[src/rtl/account_responder.sv]
// Card/password account table with a sequential search, replying VERIFY/UPDATE requests over valid/ready.
// Optional per-entry lockout after three consecutive bad passwords is enabled by defining ACCT_LOCKOUT_EN.
module account_responder #(
    parameter int CARD_WIDTH     = 6,
    parameter int PASSWORD_WIDTH = 16,
    parameter int BALANCE_WIDTH  = 20,
    parameter int NUM_ACCOUNTS   = 8
) (
    input  logic                      clk,
    input  logic                      rst,
    input  logic                      req_valid,
    output logic                      req_ready,
    input  logic [1:0]                req_op,
    input  logic [CARD_WIDTH-1:0]     req_card,
    input  logic [PASSWORD_WIDTH-1:0] req_password,
    input  logic [BALANCE_WIDTH-1:0]  req_balance,
    output logic                      resp_valid,
    input  logic                      resp_ready,
    output logic [1:0]                resp_status,
    output logic [BALANCE_WIDTH-1:0]  resp_balance
);
    localparam int IDX_W = (NUM_ACCOUNTS > 1) ? $clog2(NUM_ACCOUNTS) : 1;
    localparam logic [IDX_W-1:0] LAST_IDX = IDX_W'(NUM_ACCOUNTS - 1);

    localparam logic [1:0] OP_VERIFY = 2'b00;
    localparam logic [1:0] OP_UPDATE = 2'b01;

    localparam logic [1:0] ST_OK        = 2'b00;
    localparam logic [1:0] ST_NOT_FOUND = 2'b01;
    localparam logic [1:0] ST_BAD_PSW   = 2'b10;
    localparam logic [1:0] ST_LOCKED    = 2'b11;

    typedef enum logic [1:0] {IDLE, SEARCH, RESPOND} state_t;

    state_t                    state;
    logic [1:0]                op_q;
    logic [CARD_WIDTH-1:0]     card_q;
    logic [PASSWORD_WIDTH-1:0] psw_q;
    logic [BALANCE_WIDTH-1:0]  bal_q;
    logic [IDX_W-1:0]          idx;
    logic                      found;
    logic                      done;

    logic [BALANCE_WIDTH-1:0]  bal_tab [NUM_ACCOUNTS];
`ifdef ACCT_LOCKOUT_EN
    logic [1:0]                fail_cnt [NUM_ACCOUNTS];
    logic [NUM_ACCOUNTS-1:0]   locked;
`endif

    // Card numbers and passwords are fixed functions of the entry index, so only balances are stored.
    logic                      op_known;
    logic                      card_hit;
    logic                      psw_ok;
    logic                      entry_locked;

    always_comb begin
        op_known = (op_q == OP_VERIFY) || (op_q == OP_UPDATE);
        card_hit = op_known && (card_q == CARD_WIDTH'(idx) + CARD_WIDTH'(1));
        psw_ok   = (psw_q == PASSWORD_WIDTH'(16'h1000) + PASSWORD_WIDTH'(idx));
`ifdef ACCT_LOCKOUT_EN
        entry_locked = locked[idx];
`else
        entry_locked = 1'b0;
`endif
    end

    always_ff @(posedge clk or negedge rst) begin
        if (!rst) begin
            state        <= IDLE;
            req_ready    <= 1'b1;
            resp_valid   <= 1'b0;
            resp_status  <= ST_OK;
            resp_balance <= '0;
            op_q         <= '0;
            card_q       <= '0;
            psw_q        <= '0;
            bal_q        <= '0;
            idx          <= '0;
            found        <= 1'b0;
            done         <= 1'b0;
            for (int i = 0; i < NUM_ACCOUNTS; i++) begin
                bal_tab[i] <= BALANCE_WIDTH'(1000 * (i + 1));
`ifdef ACCT_LOCKOUT_EN
                fail_cnt[i] <= 2'd0;
                locked[i]   <= 1'b0;
`endif
            end
        end else begin
            case (state)
                IDLE: begin
                    if (req_valid) begin
                        op_q      <= req_op;
                        card_q    <= req_card;
                        psw_q     <= req_password;
                        bal_q     <= req_balance;
                        idx       <= '0;
                        found     <= 1'b0;
                        done      <= 1'b0;
                        req_ready <= 1'b0;
                        state     <= SEARCH;
                    end
                end
                SEARCH: begin
                    // One compare cycle per entry, then a single resolve cycle that commits the result.
                    if (!done) begin
                        if (card_hit) begin
                            done  <= 1'b1;
                            found <= 1'b1;
                        end else if (idx == LAST_IDX) begin
                            done <= 1'b1;
                        end else begin
                            idx <= idx + IDX_W'(1);
                        end
                    end else begin
                        state        <= RESPOND;
                        resp_valid   <= 1'b1;
                        resp_status  <= ST_NOT_FOUND;
                        resp_balance <= '0;
                        if (found) begin
                            if (entry_locked) begin
                                resp_status <= ST_LOCKED;
                            end else if (!psw_ok) begin
                                resp_status <= ST_BAD_PSW;
`ifdef ACCT_LOCKOUT_EN
                                if (fail_cnt[idx] != 2'd3) fail_cnt[idx] <= fail_cnt[idx] + 2'd1;
                                if (fail_cnt[idx] == 2'd2) locked[idx] <= 1'b1;
`endif
                            end else begin
                                resp_status <= ST_OK;
`ifdef ACCT_LOCKOUT_EN
                                fail_cnt[idx] <= 2'd0;
`endif
                                if (op_q == OP_UPDATE) begin
                                    bal_tab[idx] <= bal_q;
                                    resp_balance <= bal_q;
                                end else begin
                                    resp_balance <= bal_tab[idx];
                                end
                            end
                        end
                    end
                end
                RESPOND: begin
                    if (resp_ready) begin
                        state        <= IDLE;
                        req_ready    <= 1'b1;
                        resp_valid   <= 1'b0;
                        resp_status  <= ST_OK;
                        resp_balance <= '0;
                    end
                end
                default: state <= IDLE;
            endcase
        end
    end
endmodule

[config.mk]
export PLATFORM = sky130hd
export DESIGN_NAME = account_responder
export DESIGN_NICKNAME = d
export VERILOG_FILES = /design/src/rtl/account_responder.sv
export SDC_FILE = /design/constraint.sdc
export NUM_CORES = 1
export LEC_CHECK = 0
export BUFFER_PORTS_ARGS = -buffer_cell sky130_fd_sc_hd__buf_4
export CAP_MARGIN = 20
export CORE_ASPECT_RATIO = 1.25
export CORE_MARGIN = 4
export CORE_UTILIZATION = 28
export DETAILED_ROUTE_END_ITERATION = 10
export PLACE_DENSITY = 0.53
export SLEW_MARGIN = 20
export SYNTH_ARGS = -nofsm -noshare
export SYNTH_HDL_FRONTEND = slang
export SYNTH_SLANG_ARGS = --single-unit
[constraint.sdc]
create_clock -name clk -period 2.5 [get_ports clk]
set_clock_uncertainty 0.15 [all_clocks]
set_input_delay 0.125 -clock clk [delete_from_list [all_inputs] [get_ports clk]]
set_output_delay 0.125 -clock clk [all_outputs]
set_load 0.1 [all_outputs]
Word level (Yosys, flattened, before mapping)
Cells that the tools add are included.
W data, S select, Z words.
{ "word_totals": {"ff_bits": 235, "in_bits": 48, "output_inout_bits": 24, "word_cells": 93} }
{ "op_classes": {"n_addsub": 3, "order_cmp": 2, "n_eq_ne": 13, "mux": 38, "n_bitwise": 1, "n_reduce_logical": 16} }
{ "ops": {"columns": ["op", "n"], "rows": [
  ["$bwmux W160", 1],
  ["$mux W20", 8],
  ["$bmux W20 S3", 1],
  ["$demux W20 S3", 1],
  ["$pmux W20 S2", 1],
  ["$eq A16 B14 Y1", 1],
  ["$add A13 B3 Y14 const A", 1],
  ["$ne A2 B2 Y1 const B", 7],
  ["$mux W2", 6],
  ["$mux W3", 4],
  ["$reduce_and A5 Y1", 2],
  ["$mux W1", 9],
  ["$reduce_and A3 Y1", 3],
  ["$pmux W1 S2", 4],
  ["$eq A6 B4 Y1", 1],
  ["$pmux W2 S3", 1],
  ["$pmux W3 S2", 1],
  ["$reduce_bool A2 Y1", 3],
  ["$add A3 B1 Y4 const B", 1],
  ["$eq A2 B1 Y1 const B", 2],
  ["$ge A4 B4 Y1 const B", 1],
  ["$logic_not A2 Y1", 2],
  ["$lt A4 B1 Y1 const B", 1],
  ["$not A3 Y4", 1],
  ["other kinds (8)", 10]
]} }

Depth between registers and ports, before layout
Gate-level depths: netlist of the first run.
{ "depth": {"ltp_word": 9, "depth_mapped": 8, "mapped_depth_nobuf": 7} }

Least setup slack after synthesis of the first run
Ideal clock, no wire load.
{ "synth_timing": {"kind": "reg2reg", "start": "register idx[1]", "end": "register idx[0]", "setup_ns": 0.125, "t_arrival_ns": 2.087, "required_time_ns": 2.225, "slack_ns": 0.139, "path_stages_with_launch": 8, "n_path_buf": 0, "period_less_slack_ns": 2.361, "path_cell_list": "dfrtp_1 ha_1 ha_1 xor2_1 or4_1 nor4_2 nor3_1 mux2_2"} }
{ "synth_between": {"elab_chain_len": 5, "elab_cells_between_ends": 7, "cone_classes": "1 x add/sub; 4 x eq/ne; 2 x reduce/logical"} }
{ "synth_lines": {"columns": ["element", "line_no", "rtl"], "rows": [
  ["start: declaration", "40", "logic [IDX_W-1:0] idx;"],
  ["start signal: assignment", "112", "idx <= idx + IDX_W'(1);"],
  ["$add A3 B1 Y4", "58", "card_hit = op_known && (card_q == CARD_WIDTH'(idx) + CARD_WIDTH'(1));"],
  ["$eq A6 B4 Y1", "58", null],
  ["$logic_and A1 B1 Y1", "58", null],
  ["$ne A2 B2 Y1 (no source line)", null, null],
  ["$reduce_and A5 Y1 (no source line) *", null, null]
]} }
Mark *: on every way between the ends. The rest lies on a longest branch, timed or not.
A chain may end at the register's enable or synchronous reset.

Worst setup path in the final report of the first run
{ "layout_timing": {"start": "register idx[0]", "end": "register done"} }
{ "layout_between": {"elab_chain_len": 6, "elab_cells_between_ends": 8, "cone_classes": "1 x add/sub; 2 x eq/ne; 4 x mux; 1 x reduce/logical"} }
{ "layout_lines": {"columns": ["element", "line_no", "rtl"], "rows": [
  ["$add A3 B1 Y4", "58", null],
  ["$eq A6 B4 Y1", "58", null],
  ["$logic_and A1 B1 Y1", "58", null],
  ["$mux W1 *", "106", "if (card_hit) begin"],
  ["$mux W1 *", "105", "if (!done) begin"],
  ["$pmux W1 S2 *", "89", "case (state)"],
  ["end signal: assignment", "98", "done <= 1'b0;"],
  ["end signal: assignment", "107", "done <= 1'b1;"],
  ["end signal: assignment", "110", "done <= 1'b1;"],
  ["end: declaration", "42", "logic done;"]
]} }
Marked as above.

==> results of run 1 <==
-- Yosys cell counts --
cell type,count
dfrtp_1,184
mux2_2,175
dfstp_2,51
mux2_1,40
o21ai_0,36
buf_2,28
a22oi_1,20
buf_1,20
mux2i_1,20
nand2_1,20
o22ai_1,18
nor2_1,17
mux4_2,16
clkbuf_1,15
a21oi_1,14
nand2b_1,11
nor3_1,11
o221ai_1,7
buf_4,5
o22a_1,5
xnor2_1,5
a211oi_1,4
nand3_1,3
a22o_1,2
ha_1,2
nand3b_1,2
nand4b_1,2
nor4_1,2
o31ai_1,2
or2_2,2
xor2_1,2
a221o_1,1
and2_1,1
inv_1,1
nand4_1,1
nor2_4,1
nor2b_1,1
nor4_2,1
nor4b_1,1
o21a_1,1
o32a_1,1
or2_1,1
or4_1,1
-- where the power goes --
part           internal (mW)  switching, mW  leakage [nW]
logic                   1.58           2.42          2.52
clock network           2.34           1.54         0.432
registers               4.33          0.691          2.98
-- cell type report --
cell class                 instances  share of cell area
clock buffer                      35             0.05531
multi-input combinational        449              0.3211
tap                              480             0.04578
sequential                       235              0.4534
timing repair buffer             163              0.1133
clock inverter                    13             0.01087
inverter                           1           0.0002861
-- worst max-delay path: cells and delay by family (launching register included) --
kind	cells	cell delay (ps)
XOR/XNOR	1	170
flip-flops	1	420
AND/OR/NAND/NOR	3	750
adder cells (fa/ha/maj)	2	500
AO/OA/AOI/OAI	1	180
buffers and inverters	1	170
-- registers in the layout, summed over array words and instances, names as in the netlist, 2 cells and up --
signal and cells:
bal_q 20, bal_tab 160, card_q 6, idx 3
op_q 2, psw_q 16, resp_balance 20, resp_status 2
state 2
-- worst paths after layout --
path,start,endpoint,slack (ps),cells past startpoint
worst min-delay path,rst,bal_q[18],80,2
min in group clk,req_password[4],psw_q[4],210,3
worst min register to register,bal_tab[118],bal_tab[118],340,1
max in group asynchronous,rst,bal_tab[26],1330,3
worst max register to register,idx[0],done,70,8
worst max-delay path,idx[0],done,70,8
-- metal layers --
metal  global-route usage  up-vias  share of wire
met5                    0        -              0
met4              0.03050        0          0.017
met3              0.01819       30          0.031
met2               0.2180       90           0.51
met1               0.1671     3448           0.45
li1                     -     3024              -
-- repair_timing --
action | CTS | global route
hold buffers | 47 | 0
setup buffers | 0 | 3
resized for setup | 1 | 2
pin swaps | 0 | 2
hold endpoints to repair | 228 | 0
endpoints found under the setup margin | 2 | 3
-- cells by family (layout without fill, tap and decap cells) --
logic type	after synthesis	in the layout
buffers and inverters	69	212
flip-flops	235	235
XOR/XNOR	7	7
adder cells (fa/ha/maj)	2	2
multiplexers	251	251
AO/OA/AOI/OAI	111	111
AND/OR/NAND/NOR	78	78
==> results by group, run 1 <==
Drt
  • WL/cell: 18.45 µm
  • Pre-Repair DR Iteration Count: 4
  • Vias per std cell: 4.791
  • Initial drt markers: 253
  • Routed via count: 6592
  • Final ANT Viol Nets: 0
  • Post-Route WL: 25390 µm
  • Post-route DRC: 0

Layout
  • Share of cells above drive strength 1: 0.4598
  • Multi-input gate area: 0.004213 mm²
  • Non-filler cells in the finished layout: 1376
  • Synthesis-to-layout area growth: 25.75%
  • Nets: 926
  • Post-Layout Inst Area: 0.01312 mm²
  • Commonest non-fill, non-tap cells in the layout: dfrtp_1 (181), mux2_2 (175), buf_4 (104)
  • Commonest non-fill, non-tap cell in the layout: dfrtp_1
  • Sequential Area: 0.005948 mm²
  • Diodes inserted: 0
  • Fillers: 3567
  • Final core occ: 0.3585

Synth
  • Post-Synth Adder-Cell Area: 0.002398
  • Post-Synth XOR/XNOR Area: 0.005876
  • Distinct cells, synth: 43
  • Top-area cell type share of the netlist area: 0.4413
  • Compound-gate portion of the synthesized area: 0.06787
  • Syn_nets: 803
  • Dominant cells by area after synthesis: dfrtp_1 (44%), mux2_2 (19%), dfstp_2 (13%), mux2_1 (4.3%), mux4_2 (3.5%)
  • Register bit count reported by yosys: 235
  • Register area share after synthesis: 0.5697
  • Synth area leader: dfrtp_1
  • Ys Warns: 0
  • Post-synthesis instance total: 753
  • Cell area after synthesis: 0.01043 mm²
  • Post-synthesis mux area share: 0.2858
  • Largest family of logic cells by synthesized area: multiplexers
  • Post-Synth Simple-Gate Area: 0.03837
  • Syn avg cell area: 13.86 µm²

Global routing
  • Initial antenna violation count: 1
  • Largest net degree at the start of global routing: 87
  • Vias in the first global route: 7080
  • GRT Resource Usage Total: 0.1258
  • GRT overflow: 0
  • First-pass GRT wire length: 41110 µm

CTS
  • Clk buf depth: 3
  • CTS tree: yes
  • Worst-path clk slew: 60 ps
  • CTS Sinks: 235
  • H-tree Lvls: 1
  • Latest clock arrival within the worst-skew pair: 530 ps
  • Root Driver: clkbuf_16
  • Inserted Clock Buffers: 26

Power
  • Maximum vdd ir drop: 0.0005638 V
  • PD cells: 983.3 mW/mm²
  • Pwr Total: 12.90 mW
  • Leakage power: 5.939 nW

Floorplan
  • Die area: 0.04043 mm²
  • Site Rows: 78
  • Die W: 180.7 µm
  • Io pins: 72
  • Die height: 223.8 µm
  • Area of the core: 0.03660 mm²
  • Starting Density: 0.2851

Setup path
  • Crit path DAT: 2720 ps
  • Worst path cell trace: ha_1 -> ha_1 -> xor2_1 -> or4_4 -> nor4_4 -> buf_4 -> nor2_1 -> o31ai_1
  • Crit path top cell by count: ha_1
  • Worst setup EP type: register
  • Req. time, crit path: 2790 ps
  • Crit Path Max Fanout: 3
  • Critical path launch point type: register
  • CP max stage cell: or4_4
  • Critical path type: reg -> reg
  • Critical path's largest stage delay: 430 ps

Placement
  • RD Place Congestion: 0.7300
  • Port-buffer cells: 71
  • Placed cell areas: 0.01174 mm²
  • Post-DP HPWL: 16240 µm
  • Placed Cells: 1278
  • Pre-CTS setup slack: -4.041 ps

Run
  • Number of max-cap violations: 0

STA
  • Tmin final: 2431 ps
  • Final worst-path cycle share: 0.9726
  • Worst hold slack: 84.12 ps
  • # setup viols final: 0
  • Final Max Tran Viols: 0
  • Fmax: 411.3 MHz
  • Worst rel slew slack: 0.5275
  • Total negative slack: 0 ps
  • Final WS setup: 68.60 ps
  • Final hold vios: 0
  • Worst-Margin Slew: 708.7 ps

Status
  • Status: finished, final reports clean

Hold path
  • Min-delay worst type: in -> async
No activity file was read; power rests on OpenSTA's default activity.
==> inputs of run 2 (changes only) <==
- RECOVER_POWER: not set -> 100
==> run 2 against run 1 <==
Wire length about the same. Hold slack better by 120 ps. Highest routed layer unchanged. Critical path depth down 1. Core utilization decreased by 0.71 points. Largest cell class unchanged. Fmax is 0.26% lower. Clock power about the same. Combinational power is 4% lower. Global-route usage is the same.
==> results by group, run 2 (synthesis gave the netlist of run 1 again) <==
Setup path
  • Req. time, crit path: 2770 ps (-20 ps)
  • Crit path DAT: 2700 ps (-20 ps)
  • Worst setup EP type: register
  • CP Launch Point: idx[0]
  • FF-to-FF path depth: 7 (-1)
  • R2R Path Start: idx[0]
  • Crit Reg-Reg Endpoint: idx[0]
  • Critical path launch point type: register
  • R2R Setup Slk: 60 ps (about the same)
  • Critical path type: reg -> reg
  • Crit Path Max Fanout: 3 (unchanged)

CTS
  • Inserted Clock Buffers: 26 (unchanged)
  • Clk buf depth: 3 (unchanged)
  • CTS tree: yes
  • H-tree Lvls: 1 (unchanged)
  • Worst-path clk slew: 60 ps (about the same)
  • CTS Sinks: 235 (unchanged)
  • Latest clock arrival within the worst-skew pair: 530 ps (about the same)
  • Root Driver: clkbuf_16

Layout
  • Final core occ: 0.3514 (-0.007146)
  • Commonest non-fill, non-tap cells in the layout: dfrtp_1 (181), mux2_2 (175), buf_4 (65)
  • Max reg flops: 160 (unchanged)
  • Commonest non-fill, non-tap cell in the layout: dfrtp_1
  • Largest registers: bal_tab: 160 flops, bal_q: 20 flops, resp_balance: 20 flops
  • Largest register by flop count: bal_tab
  • Nets: 926 (unchanged)
  • Non-filler cells in the finished layout: 1376 (unchanged)
  • Synthesis-to-layout area growth: 23.24%
  • Post-Layout Inst Area: 0.01286 mm² (-2.0%)
  • Diodes inserted: 0 (unchanged)
  • Share of cells above drive strength 1: 0.4241 (-0.03571)

Placement
  • Pre-CTS setup slack: -4.041 ps (unchanged)
  • Port-buffer cells: 71 (unchanged)
  • Placed Cells: 1278 (unchanged)
  • Placed cell areas: 0.01174 mm² (unchanged)
  • RD Place Congestion: 0.7300 (unchanged)
  • Post-DP HPWL: 16240 µm (unchanged)

Power
  • Leakage power: 5.755 nW (-3.1%)
  • PD cells: 991.9 mW/mm² (+0.88%)
  • Pwr Total: 12.75 mW (-1.1%)
  • Maximum vdd ir drop: 0.0005644 V (about the same)

STA
  • Total negative slack: 0 ps (unchanged)
  • Worst hold slack: 206.8 ps (+122.7 ps)
  • # setup viols final: 0 (unchanged)
  • Final Max Tran Viols: 0 (unchanged)
  • Final worst-path cycle share: 0.9751 (+0.002581)
  • Final hold vios: 0 (unchanged)
  • Final WS setup: 62.15 ps (-6.453 ps)
  • Worst-Margin Slew: 1232 ps (+523.5 ps)
  • Fmax: 410.2 MHz (-0.26%)
  • Tmin final: 2438 ps (+6.453 ps)
  • Worst rel slew slack: 0.1785 (-0.3490)

Drt
  • Final ANT Viol Nets: 0 (unchanged)
  • Vias per std cell: 4.802 (+0.24%)
  • Post-Route WL: 25410 µm (about the same)
  • Post-route DRC: 0 (unchanged)
  • Met3 Wirelength: 777 µm (-0.38%)
  • WL/cell: 18.47 µm (about the same)
  • Detail Route met2 WL: 12960 µm (+0.86%)
  • Top Layer Used: met4
  • Pre-Repair DR Iteration Count: 4 (unchanged)
  • Routed via count: 6608 (+0.24%)
  • Initial drt markers: 317 (+25%)
  • Met1 wire length: 11260 µm (-0.71%)

Floorplan
  • Die W: 180.7 µm (unchanged)
  • Die height: 223.8 µm (unchanged)
  • Io pins: 72 (unchanged)
  • Die area: 0.04043 mm² (unchanged)
  • Starting Density: 0.2851 (unchanged)
  • Site Rows: 78 (unchanged)
  • Area of the core: 0.03660 mm² (unchanged)

Global routing
  • GRT Resource Usage Total: 0.1258 (unchanged)
  • Largest net degree at the start of global routing: 87 (unchanged)
  • Vias in the first global route: 7080 (unchanged)
  • First-pass GRT wire length: 41110 µm (unchanged)
  • Initial antenna violation count: 1 (unchanged)
  • GRT overflow: 0 (unchanged)

Status
  • Status: finished, final reports clean

Hold path
  • Hold path depth: 3
  • Min-delay worst type: in -> reg
  • End of the worst hold path: psw_q[4]
  • Hold path startpoint: req_password[4]

Run
  • Number of max-cap violations: 0 (unchanged)
[run 2: where the power goes]
group,internal (mW),total [mW],switching [mW]
logic,1.44,3.85,2.41
clock network,2.34,3.89,1.55
registers,4.33,5.02,0.686
total,8.11,12.8,4.64
[run 2: worst max path at each step]
stage,end,slack [ps],cells after the start
floorplan,idx[0],140,7
global placement,idx[0],20,7
detailed placement,idx[0],-4,7
CTS,idx[0],30,7
global route,idx[0],-20,7
finish,idx[0],60,7
[run 2: what timing repair did]
action / 4_1_cts / 5_1_grt
hold buffers: 47 / 0
buffers inserted: 0 / 3
endpoints found under the setup margin: 2 / 3
resized for setup: 1 / 2
pin swaps: 0 / 2
endpoints found under the hold margin: 228 / 0
[run 2: area by class of cell]
type | count | area, µm²
clock inverter | 13 | 142.6
tap | 480 | 600.6
clock buffer | 35 | 725.7
inverter | 1 | 3.754
sequential | 235 | 5948
multi-input combinational | 449 | 4205
timing repair buffer | 163 | 1232
fill | 3601 | 23740
[run 2: worst max-delay path, cell delays in order, from the launching register on]
cell and delay, ps:
dfrtp_2 420, ha_1 200, ha_1 300, xor2_1 170
or4_4 430, nor4_4 280, nor3_2 100, mux2_2 270
[run 2: layer usage]
layer  global-route usage  up-vias
met5                    0        -
met3              0.01819       29
li1                     -     3022
met4              0.03050        0
met2               0.2180       94
met1               0.1671     3463
